**src/rtl/eeg_fram_loader.sv**
```systemverilog
`default_nettype none
// ============================================================================
// Module   : eeg_fram_loader
// Brief    : Unpacks chip input bytes into feature words and writes them
//            round-robin into the enabled feature-RAM banks.
// Revision : 1.0 - initial release
// ============================================================================
module eeg_fram_loader #(
    parameter int CHIP_DAT_DW = 8,
    parameter int BANK_NUM_DW = 4,
    parameter int FRAM_DAT_DW = 4,
    parameter int FRAM_ADD_AW = 8
) (
    input  logic                                 clk,
    input  logic                                 rst_n,
    input  logic                                 CFG_START,
    input  logic [FRAM_ADD_AW:0]                 CFG_LEN,
    input  logic [BANK_NUM_DW-1:0]               CFG_BANK_MSK,
    input  logic                                 CHIP_DAT_VLD,
    output logic                                 CHIP_DAT_RDY,
    input  logic [CHIP_DAT_DW-1:0]               CHIP_DAT_DAT,
    output logic [BANK_NUM_DW-1:0]               ETOF_DAT_VLD,
    input  logic [BANK_NUM_DW-1:0]               ETOF_DAT_RDY,
    output logic [BANK_NUM_DW*FRAM_ADD_AW-1:0]   ETOF_DAT_ADD,
    output logic [BANK_NUM_DW*FRAM_DAT_DW-1:0]   ETOF_DAT_DAT,
    output logic                                 LOAD_BUSY,
    output logic                                 LOAD_DONE
);

    localparam int NPB = CHIP_DAT_DW / FRAM_DAT_DW;
    localparam int BIW = (BANK_NUM_DW > 1) ? $clog2(BANK_NUM_DW) : 1;
    localparam int PCW = $clog2(BANK_NUM_DW + 1);
    localparam int CNW = $clog2(NPB + 1);
    localparam int WLW = FRAM_ADD_AW + 1 + PCW;

    localparam logic [1:0] S_IDLE = 2'd0;
    localparam logic [1:0] S_LOAD = 2'd1;
    localparam logic [1:0] S_DONE = 2'd2;

    logic [1:0]                               state_q, state_d;
    logic [BANK_NUM_DW-1:0]                   msk_q, msk_d;
    logic [BIW-1:0]                           bank_q, bank_d;
    logic [FRAM_ADD_AW-1:0]                   addr_q, addr_d;
    logic [WLW-1:0]                           wr_left_q, wr_left_d;
    logic [WLW-1:0]                           fetch_left_q, fetch_left_d;
    logic [CHIP_DAT_DW-1:0]                   buf_q, buf_d;
    logic [CNW-1:0]                           buf_cnt_q, buf_cnt_d;
    logic [BANK_NUM_DW-1:0]                   vld_q, vld_d;
    logic [BANK_NUM_DW-1:0][FRAM_ADD_AW-1:0]  add_q, add_d;
    logic [BANK_NUM_DW-1:0][FRAM_DAT_DW-1:0]  dat_q, dat_d;

    logic                                     w_hs;
    logic                                     w_last_hs;
    logic                                     w_out_free;
    logic                                     w_chip_rdy;
    logic                                     w_byte_acc;
    logic                                     w_present;
    logic [FRAM_DAT_DW-1:0]                   w_nib;
    logic [BIW:0]                             w_next;
    logic [WLW-1:0]                           w_total;

    function automatic logic [PCW-1:0] popcount(input logic [BANK_NUM_DW-1:0] msk);
        logic [PCW-1:0] cnt;
        cnt = '0;
        for (int i = 0; i < BANK_NUM_DW; i++) begin
            cnt = cnt + PCW'(msk[i]);
        end
        return cnt;
    endfunction

    function automatic logic [BIW-1:0] lowest_bank(input logic [BANK_NUM_DW-1:0] msk);
        logic [BIW-1:0] idx;
        idx = '0;
        for (int i = BANK_NUM_DW - 1; i >= 0; i--) begin
            if (msk[i]) idx = BIW'(i);
        end
        return idx;
    endfunction

    // MSB of the result flags a wrap back to the lowest bank, i.e. a new address row.
    function automatic logic [BIW:0] next_bank(input logic [BANK_NUM_DW-1:0] msk,
                                               input logic [BIW-1:0]         cur);
        logic [BIW-1:0] lo;
        logic [BIW-1:0] hi;
        logic           hi_ok;
        lo    = '0;
        hi    = '0;
        hi_ok = 1'b0;
        for (int i = BANK_NUM_DW - 1; i >= 0; i--) begin
            if (msk[i]) begin
                lo = BIW'(i);
                if (i > int'(cur)) begin
                    hi    = BIW'(i);
                    hi_ok = 1'b1;
                end
            end
        end
        return hi_ok ? {1'b0, hi} : {1'b1, lo};
    endfunction

    assign w_total    = WLW'(CFG_LEN) * WLW'(popcount(CFG_BANK_MSK));
    assign w_next     = next_bank(msk_q, bank_q);
    assign w_hs       = |(vld_q & ETOF_DAT_RDY);
    assign w_last_hs  = w_hs && (wr_left_q == WLW'(1));
    assign w_out_free = (vld_q == '0) || w_hs;
    assign w_chip_rdy = (state_q == S_LOAD) && (fetch_left_q != '0) && (buf_cnt_q == '0)
                        && w_out_free && !w_last_hs;
    assign w_byte_acc = w_chip_rdy && CHIP_DAT_VLD;

    always_ff @(posedge clk or negedge rst_n) begin
        if (!rst_n) begin
            state_q <= S_IDLE;
        end else begin
            state_q <= state_d;
        end
    end

    always_comb begin
        state_d = state_q;
        case (state_q)
            S_IDLE: begin
                if (CFG_START) begin
                    state_d = ((CFG_LEN == '0) || (CFG_BANK_MSK == '0)) ? S_DONE : S_LOAD;
                end
            end
            S_LOAD: begin
                if (w_last_hs) state_d = S_DONE;
            end
            S_DONE:  state_d = S_IDLE;
            default: state_d = S_IDLE;
        endcase
    end

    always_comb begin
        LOAD_BUSY    = (state_q == S_LOAD);
        LOAD_DONE    = (state_q == S_DONE);
        CHIP_DAT_RDY = w_chip_rdy;
        ETOF_DAT_VLD = vld_q;
        ETOF_DAT_ADD = add_q;
        ETOF_DAT_DAT = dat_q;
    end

    always_comb begin
        msk_d        = msk_q;
        bank_d       = bank_q;
        addr_d       = addr_q;
        wr_left_d    = wr_left_q;
        fetch_left_d = fetch_left_q;
        buf_d        = buf_q;
        buf_cnt_d    = buf_cnt_q;
        vld_d        = vld_q;
        add_d        = add_q;
        dat_d        = dat_q;
        w_present    = 1'b0;
        w_nib        = '0;

        if ((state_q == S_IDLE) && CFG_START) begin
            msk_d        = CFG_BANK_MSK;
            bank_d       = lowest_bank(CFG_BANK_MSK);
            addr_d       = '0;
            wr_left_d    = w_total;
            fetch_left_d = w_total;
            buf_cnt_d    = '0;
            vld_d        = '0;
        end else if (state_q == S_LOAD) begin
            if (w_hs) begin
                wr_left_d = wr_left_q - WLW'(1);
                vld_d     = '0;
            end
            // Nibbles still buffered after the final write are simply dropped.
            if (w_last_hs) begin
                buf_cnt_d = '0;
            end else if (w_out_free) begin
                if (buf_cnt_q != '0) begin
                    w_present = 1'b1;
                    w_nib     = buf_q[FRAM_DAT_DW-1:0];
                    buf_d     = buf_q >> FRAM_DAT_DW;
                    buf_cnt_d = buf_cnt_q - CNW'(1);
                end else if (w_byte_acc) begin
                    w_present    = 1'b1;
                    w_nib        = CHIP_DAT_DAT[FRAM_DAT_DW-1:0];
                    buf_d        = CHIP_DAT_DAT >> FRAM_DAT_DW;
                    buf_cnt_d    = CNW'(NPB - 1);
                    fetch_left_d = (fetch_left_q > WLW'(NPB)) ? fetch_left_q - WLW'(NPB) : '0;
                end
            end
            if (w_present) begin
                vld_d         = '0;
                vld_d[bank_q] = 1'b1;
                add_d[bank_q] = addr_q;
                dat_d[bank_q] = w_nib;
                bank_d        = w_next[BIW-1:0];
                if (w_next[BIW]) addr_d = addr_q + FRAM_ADD_AW'(1);
            end
        end
    end

    always_ff @(posedge clk or negedge rst_n) begin
        if (!rst_n) begin
            msk_q        <= '0;
            bank_q       <= '0;
            addr_q       <= '0;
            wr_left_q    <= '0;
            fetch_left_q <= '0;
            buf_q        <= '0;
            buf_cnt_q    <= '0;
            vld_q        <= '0;
            add_q        <= '0;
            dat_q        <= '0;
        end else begin
            msk_q        <= msk_d;
            bank_q       <= bank_d;
            addr_q       <= addr_d;
            wr_left_q    <= wr_left_d;
            fetch_left_q <= fetch_left_d;
            buf_q        <= buf_d;
            buf_cnt_q    <= buf_cnt_d;
            vld_q        <= vld_d;
            add_q        <= add_d;
            dat_q        <= dat_d;
        end
    end

endmodule
`default_nettype wire
```
**config.mk**
```make
export PLATFORM = sky130hd
export DESIGN_NAME = eeg_fram_loader
export DESIGN_NICKNAME = d
export VERILOG_FILES = /design/src/rtl/eeg_fram_loader.sv
export SDC_FILE = /design/constraint.sdc
export NUM_CORES = 1
export LEC_CHECK = 0
export CAP_MARGIN = 20
export CELL_PAD_IN_SITES_DETAIL_PLACEMENT = 1
export CELL_PAD_IN_SITES_GLOBAL_PLACEMENT = 1
export CORE_MARGIN = 1.5
export CORE_UTILIZATION = 43
export CTS_CLUSTER_SIZE = 10
export DETAILED_ROUTE_END_ITERATION = 16
export HOLD_SLACK_MARGIN = 0.03
export PLACE_DENSITY = 0.88
export SYNTH_ARGS = -nofsm -noshare
export SYNTH_HDL_FRONTEND = slang
export SYNTH_SLANG_ARGS = --single-unit
```
**constraint.sdc**
```tcl
create_clock -name clk -period 3.1 [get_ports clk]
set_input_delay 0.465 -clock clk [delete_from_list [all_inputs] [get_ports clk]]
set_output_delay 0.465 -clock clk [all_outputs]
set_load 0.005 [all_outputs]
```
==> results of run 1 <==
## per-layer routing
layer | vias to the layer above | wire length, µm | track usage (%) | part of all wire, %
met3 | 43 | 578 | 3.901 | 3.4
met4 | 0 | 666 | 12.18 | 3.9
met2 | 141 | 9067 | 49.21 | 53
met5 | - | 0 | 0 | 0
met1 | 2286 | 6857 | 31.05 | 40
li1 | 2065 | - | - | -
## power by group
group / switching, mW / leakage [nW] / internal (mW) / total (mW)
combinational: 1.49 / 1.88 / 1.49 / 2.98
sequential: 0.496 / 1.28 / 1.70 / 2.19
clock: 0.538 / 0.139 / 0.559 / 1.10
total: 2.52 / 3.31 / 3.75 / 6.27
## path summary, 6_finish.rpt
path	startpoint	end	slack, ns	cells after the start
worst max-delay path	CFG_BANK_MSK[3]	fetch_left_q[11]	-0.47	16
min in group clk	CFG_BANK_MSK[1]	msk_q[1]	0.49	4
worst min-delay path	rst_n	ETOF_DAT_ADD[10]	0.13	1
worst min register to register	ETOF_DAT_ADD[6]	ETOF_DAT_ADD[6]	0.51	1
worst max register to register	fetch_left_q[8]	fetch_left_q[9]	0.36	7
max in group asynchronous	rst_n	ETOF_DAT_DAT[4]	2.26	2
## sequential cells by signal, summed over array words and instances (netlist names)
name / count
ETOF_DAT_ADD: 32
addr_q: 8
buf_cnt_q: 2
state_q: 2
msk_q: 4
ETOF_DAT_DAT: 16
bank_q: 2
fetch_left_q: 12
wr_left_q: 12
buf_q: 4
ETOF_DAT_VLD: 4
## cells by family (layout without fill, tap and decap cells)
logic type                 count (synthesis)  after routing  share of synthesized area, %
AOI/OAI and AO/OA                        103            103                         13.18
xor gates and xnor gates                  17             17                         2.751
adders and majority gates                 27             27                         7.490
buffers and inverters                     49            178                         4.091
DFF                                       98             98                         45.31
muxes                                     56             56                         12.09
and+or+nand+nor                          159            159                         15.10
## timing repair
item                                   in CTS  in global routing
setup endpoints to repair                  18                 17
buffers inserted                            6                  2
endpoints found under the hold margin       0                  0
resized for setup                          34                  8
hold buffers                                0                  0
pin swaps                                  23                  8
## metrics by stage
stage | setup TNS (ns) | worst slack [ns] | cells | util, %
after floorplan | -4.785 | -0.6839 | 509 | -
after global placement | -15.54 | -1.098 | 784 | 56.07
after detailed placement | -18.10 | -1.209 | 784 | 56.07
after CTS | -4.169 | -0.4059 | 805 | 59.37
after global routing | -6.833 | -0.5629 | 806 | 59.94
final | -5.476 | -0.4703 | 806 | 59.94
## area by class of cell
cell class                      instances  area, µm²
Multi-Input combinational cell        362       2957
Clock buffer                            9      225.2
Inverter                               27      101.3
Clock inverter                          7      58.81
Timing Repair Buffer                  135       1285
Tap cell                              168      210.2
Sequential cell                        98       2452
Fill cell                            1301       4872
## cells in the final DEF, fill, tap and decap left out, types with 8 or more instances in the layout
| master | n |
|---|---|
| nand2_1 | 51 |
| mux2i_1 | 8 |
| a22o_1 | 11 |
| inv_1 | 25 |
| buf_4 | 45 |
| clkdlybuf4s50_1 | 79 |
| o21ai_0 | 17 |
| xnor2_1 | 10 |
| nor3_1 | 12 |
| mux2_2 | 37 |
| a21oi_1 | 12 |
| mux2_4 | 9 |
| ha_1 | 10 |
| clkbuf_16 | 9 |
| and2_1 | 9 |
| nand3_1 | 16 |
| nor2_1 | 28 |
| dfrtp_1 | 98 |
## worst reg2reg max path, stage by stage (launching register included)
cell,delay [ns]
dfrtp_1,0.44
or4_1,0.62
o31ai_1,0.88
buf_4,0.28
nor2_1,0.05
nand2_1,0.06
o21ai_1,0.06
a22o_1,0.23
==> results.yml, run 1 <==
status:
  outcome: "finished with violations"
  violations: "setup timing"
layout:
  diodes: 0
  stdcell_area_um2: 7289
  fin_nets: 689
  syn_to_final_growth_pct: 34.67
  drive_gt1_share_pct: 25.55
detailed_routing:
  first_pass_iters: 5
  avgViaCountPerCell: 5.627
  vias: 4535
  final_antenna_net_count: 0
  drc: 0
  post_drt_wl_per_cell_um: 21.30
  drt_iter0_markers: 260
  wirelength_um: 17170
grt:
  grt_pass1_vias: 4980
  antenna_found_initial: 0
  grt-ovfl-total: 0
  grt_usage_pct: 26.86
  grt_pass1_wl_um: 27030
  grt_max_degree: 53
logic_synthesis:
  synth.net_count: 565
  async_flop_share_pct: 100.0
  ys_ff_latch: 98
  synth-edff-count: 0
  yosysSeqAreaShare_pct: 45.31
  netlist_area_um2: 5413
  synth_most_common_cell: "dfrtp_1"
  synth_common_cells: "dfrtp_1, nand2_1, mux2_2, nor2_1, inv_1"
  syn_avg_cell_area_um2: 10.63
  ys.flop_type: "dfrtp_1"
  synthesis.instances: 509
  synth.distinct_cells: 62
  ys_top_cells_by_area: "dfrtp_1, mux2_2, ha_1"
  synth_top_area_cell: "dfrtp_1"
  ys_warn_count: 0
  synth_top_area_share_pct: 45.31
power:
  p_leak_nw: 3.305
  powerDensity_nw_per_um2: 860.1
  peakVddDrop_v: 0.0003797
  power_mw: 6.269
clocking:
  cts_root_buf: "clkbuf_16"
  insertion_delay_ns: 0.36
  clk_path_buf_depth: 2
  h-tree-depth: 3
  clkTransAtPathRegs_ns: 0.07
  cts_tree: "yes"
  clock_sinks: 98
  numCtsBuffers: 9
job:
  cap_violations: 0
critical_path:
  critical-path-top-delay-family: "adder cells"
  crit_required_ns: 3.31
  cp_cell_sequence: "buf_8, fa_1, ha_2, ha_4, buf_6, nand2_4, fa_1, inv_2, buf_6, ha_4, a211oi_4, nor2_2, o211a_1, o21a_1, o21ai_2, o311ai_1"
  end_kind: "flop"
  slowest_stage: "fa_1"
  max_stage_delay_ns: 0.56
  arrival_ns: 3.79
  path_buf_inv: 4
  cp_max_fo: 4
  critPathLaunchType: "primary input"
  worstSetupPathType: "primary input to flop"
die:
  die-area_um2: 13270
  rows: 40
  start_util_pct: 44.51
  die_x_um: 115.2
  coreArea_um2: 12160
  die_y_um: 115.2
  ioPinCount: 84
timing:
  slew-limit-headroom_pct: 31.59
  timing.final.ws_setup_ns: -0.4703
  clock_skew_ns: 0.01125
  slew_violations: 0
  rsz0062_at_grt: "true"
  period_share_pct: 115.2
  max_freq_ghz: 0.2801
  tightest_slew_ns: 1.017
  fin_crit_ns: 3.570
  setup_viol: 16
  finalHoldViolCount: 0
  hold_slack_ns: 0.1304
place:
  place.gp.congestion: 0.9605
  place_area_um2: 6819
  hpwlAfterDp_um: 12130
  io_buffers: 83
min_path:
  worst_hold_path_type: "primary input to async pin"
No activity file was read; power rests on OpenSTA's default activity.
==> inputs of run 2 (changes only) <==
Settings changed: CTS_BUF_LIST set to sky130_fd_sc_hd__clkbuf_4 sky130_fd_sc_hd__clkbuf_8 sky130_fd_sc_hd__clkbuf_16.
==> results of run 2 <==
No change in the layout: final DEF, timing and power equal those of run 1.
==> variant (config.mk and constraints of run 2) <==
Change the parameter `BANK_NUM_DW` from 4 to 8.
--- a/src/rtl/eeg_fram_loader.sv
+++ b/src/rtl/eeg_fram_loader.sv
@@ -7,7 +7,7 @@
 // ============================================================================
 module eeg_fram_loader #(
     parameter int CHIP_DAT_DW = 8,
-    parameter int BANK_NUM_DW = 4,
+    parameter int BANK_NUM_DW = 8,
     parameter int FRAM_DAT_DW = 4,
     parameter int FRAM_ADD_AW = 8
 ) (
Interface: changed (5 resized); port bits go from 84 to 144. No check against the original RTL was run, so the function may have changed too.
==> variant against run 2 <==
  * The run still ends with negative setup slack left
  * Critical path type unchanged
  * Sequential cell count is 59 higher
  * Hold slack improved by 250 ps
  * Final area increased by 67%
  * Power increased by 130%
  * Wire length grew to 2.5 times the old value
  * Area after synthesis rose by 58%
  * Clock skew grew 12 ps
  * Worst setup slack worse by 2200 ps
  * Highest routed layer is now met5
==> variant: results (changes against run 2) <==
| Metric | Value |
|---|---|
| Outcome | `complete, but fails checks` |
| Failing checks | `negative setup slack` |
| CP startpoint | `CFG_BANK_MSK[0]` |
| Lkg Pwr | `5.55 nW (+68%)` |
| Setup TNS | `-51270 ps (-45790 ps)` |
| Flip-flop count of the largest register after layout | `64 (+100%)` |
| Max Clock Skew | `23.7 ps (+12.4 ps)` |
| CTS sink cnt | `157 (+60%)` |
| Fin worst setup slack | `-2680 ps (-2210 ps)` |
| Resized cells post-CTS | `64 (+88%)` |
| Mean Syn Cell Area | `10.7 µm² (+0.42%)` |
| Antenna Cells | `1 (+1)` |
| Area of the multi-input gates | `4760 µm² (+61%)` |
| DP Area | `11000 µm² (+62%)` |
| Layout cells sized above 1 | `0.311 (+0.0558)` |
| Post-synthesis xor/xnor area fraction | `0.0154 (-0.0121)` |
| Non-clock buffer count | `249 (+84%)` |
| Vias in the first global route | `9484 (+90%)` |
| Unique masters post-synth | `71 (+15%)` |
| Fin nets | `1111 (+61%)` |
| Critical path arrival | `6080 ps (+2290 ps)` |
| Sequential cell area fraction in the yosys report | `0.460 (+0.00680)` |
| DRT iter0 DRCs | `894 (+240%)` |
| Post-synthesis net count | `880 (+56%)` |
| Setup WS pre-CTS | `-3370 ps (-2160 ps)` |
| VDD IR max | `0.646 mV (+70%)` |
| Aggregate routed wire length | `43200 µm (+150%)` |
| Clk Latency, worst-skew pair | `470 ps (+110 ps)` |
| Post-CTS setup buffers | `12 (+6)` |
| Post-synthesis adder-cell area fraction | `0.0788 (+0.00390)` |
| Drt via density | `6.48 (+15%)` |
| Multi-input comb cells | `560 (+55%)` |
| Synth Area in Compound Gates | `0.111 (-0.0203)` |
| Initial antenna violation count | `2 (+2)` |
| Row count | `51 (+28%)` |
| Final setup fails | `25 (+9)` |
| First-pass GRT wire length | `61300 µm (+130%)` |
| Inverters | `46 (+70%)` |
| Synth top cells by count | `dfrtp_1 (157), mux2_2 (87), nand2_1 (67), inv_1 (46), nor2_1 (46)` |
| Placer's final routability congestion estimate | `0.848 (-12%)` |
| # H-tree levels | `4 (+1)` |
| Cts bufs inserted | `17 (+8)` |
==> variant: changes by cell type after synthesis, sizes merged, moves of 8 or more <==
cell / run 2 / this run
o21ai: 27 / 42
fa: 9 / 18
inv: 27 / 46
and2: 10 / 30
a21oi: 14 / 32
nor4: 6 / 14
nand2: 54 / 67
mux2: 48 / 96
nor2: 30 / 48
dfrtp: 98 / 157
clkbuf: 15 / 27
a22o: 11 / 0
==> variant: where the power goes <==
part           internal [mW]  switching, mW
logic                   3.71           4.56
registers               2.74          0.883
clock network           1.17           1.13
total                   7.61           6.58
==> variant: cells by family (layout without fill, tap and decap cells) <==
logic type                 Yosys count  count (layout)
AOI/OAI and AO/OA                  148             148
muxes                              102             102
buffers and inverters               84             327
adders and majority gates           43              43
xor gates and xnor gates            15              16
DFF                                157             157
other                                0               1
and+or+nand+nor                    251             251
==> variant: worst reg2reg max path, cell delays in order (launching register included) <==
cell      delay, ps
dfrtp_1         490
nand2b_1        280
inv_1           270
and3_1          210
o31a_1          560
a31oi_1         220
buf_4           210
buf_4           190
o21ai_0         370
o311ai_2        220
==> variant: final timing paths <==
check | cells after the start | end | slack [ps]
worst max-delay path | 23 | wr_left_q[12]$_DFFE_PN0P_ | -2680
max in group asynchronous | 3 | ETOF_DAT_ADD[17]$_DFFE_PN0P_ | 1660
worst min register to register | 1 | ETOF_DAT_ADD[57]$_DFFE_PN0P_ | 520
min in group asynchronous | 2 | ETOF_DAT_DAT[11]$_DFFE_PN0P_ | 580
worst max register to register | 9 | fetch_left_q[9]$_DFFE_PN0P_ | -90
worst min-delay path | 4 | msk_q[1]$_DFFE_PN0P_ | 380
==> variant: metal layers <==
metal	part of all wire	GRT usage
met3	0.084	0.108
met5	0.00030	0
met1	0.35	0.447
met4	0.096	0.330
met2	0.47	0.680
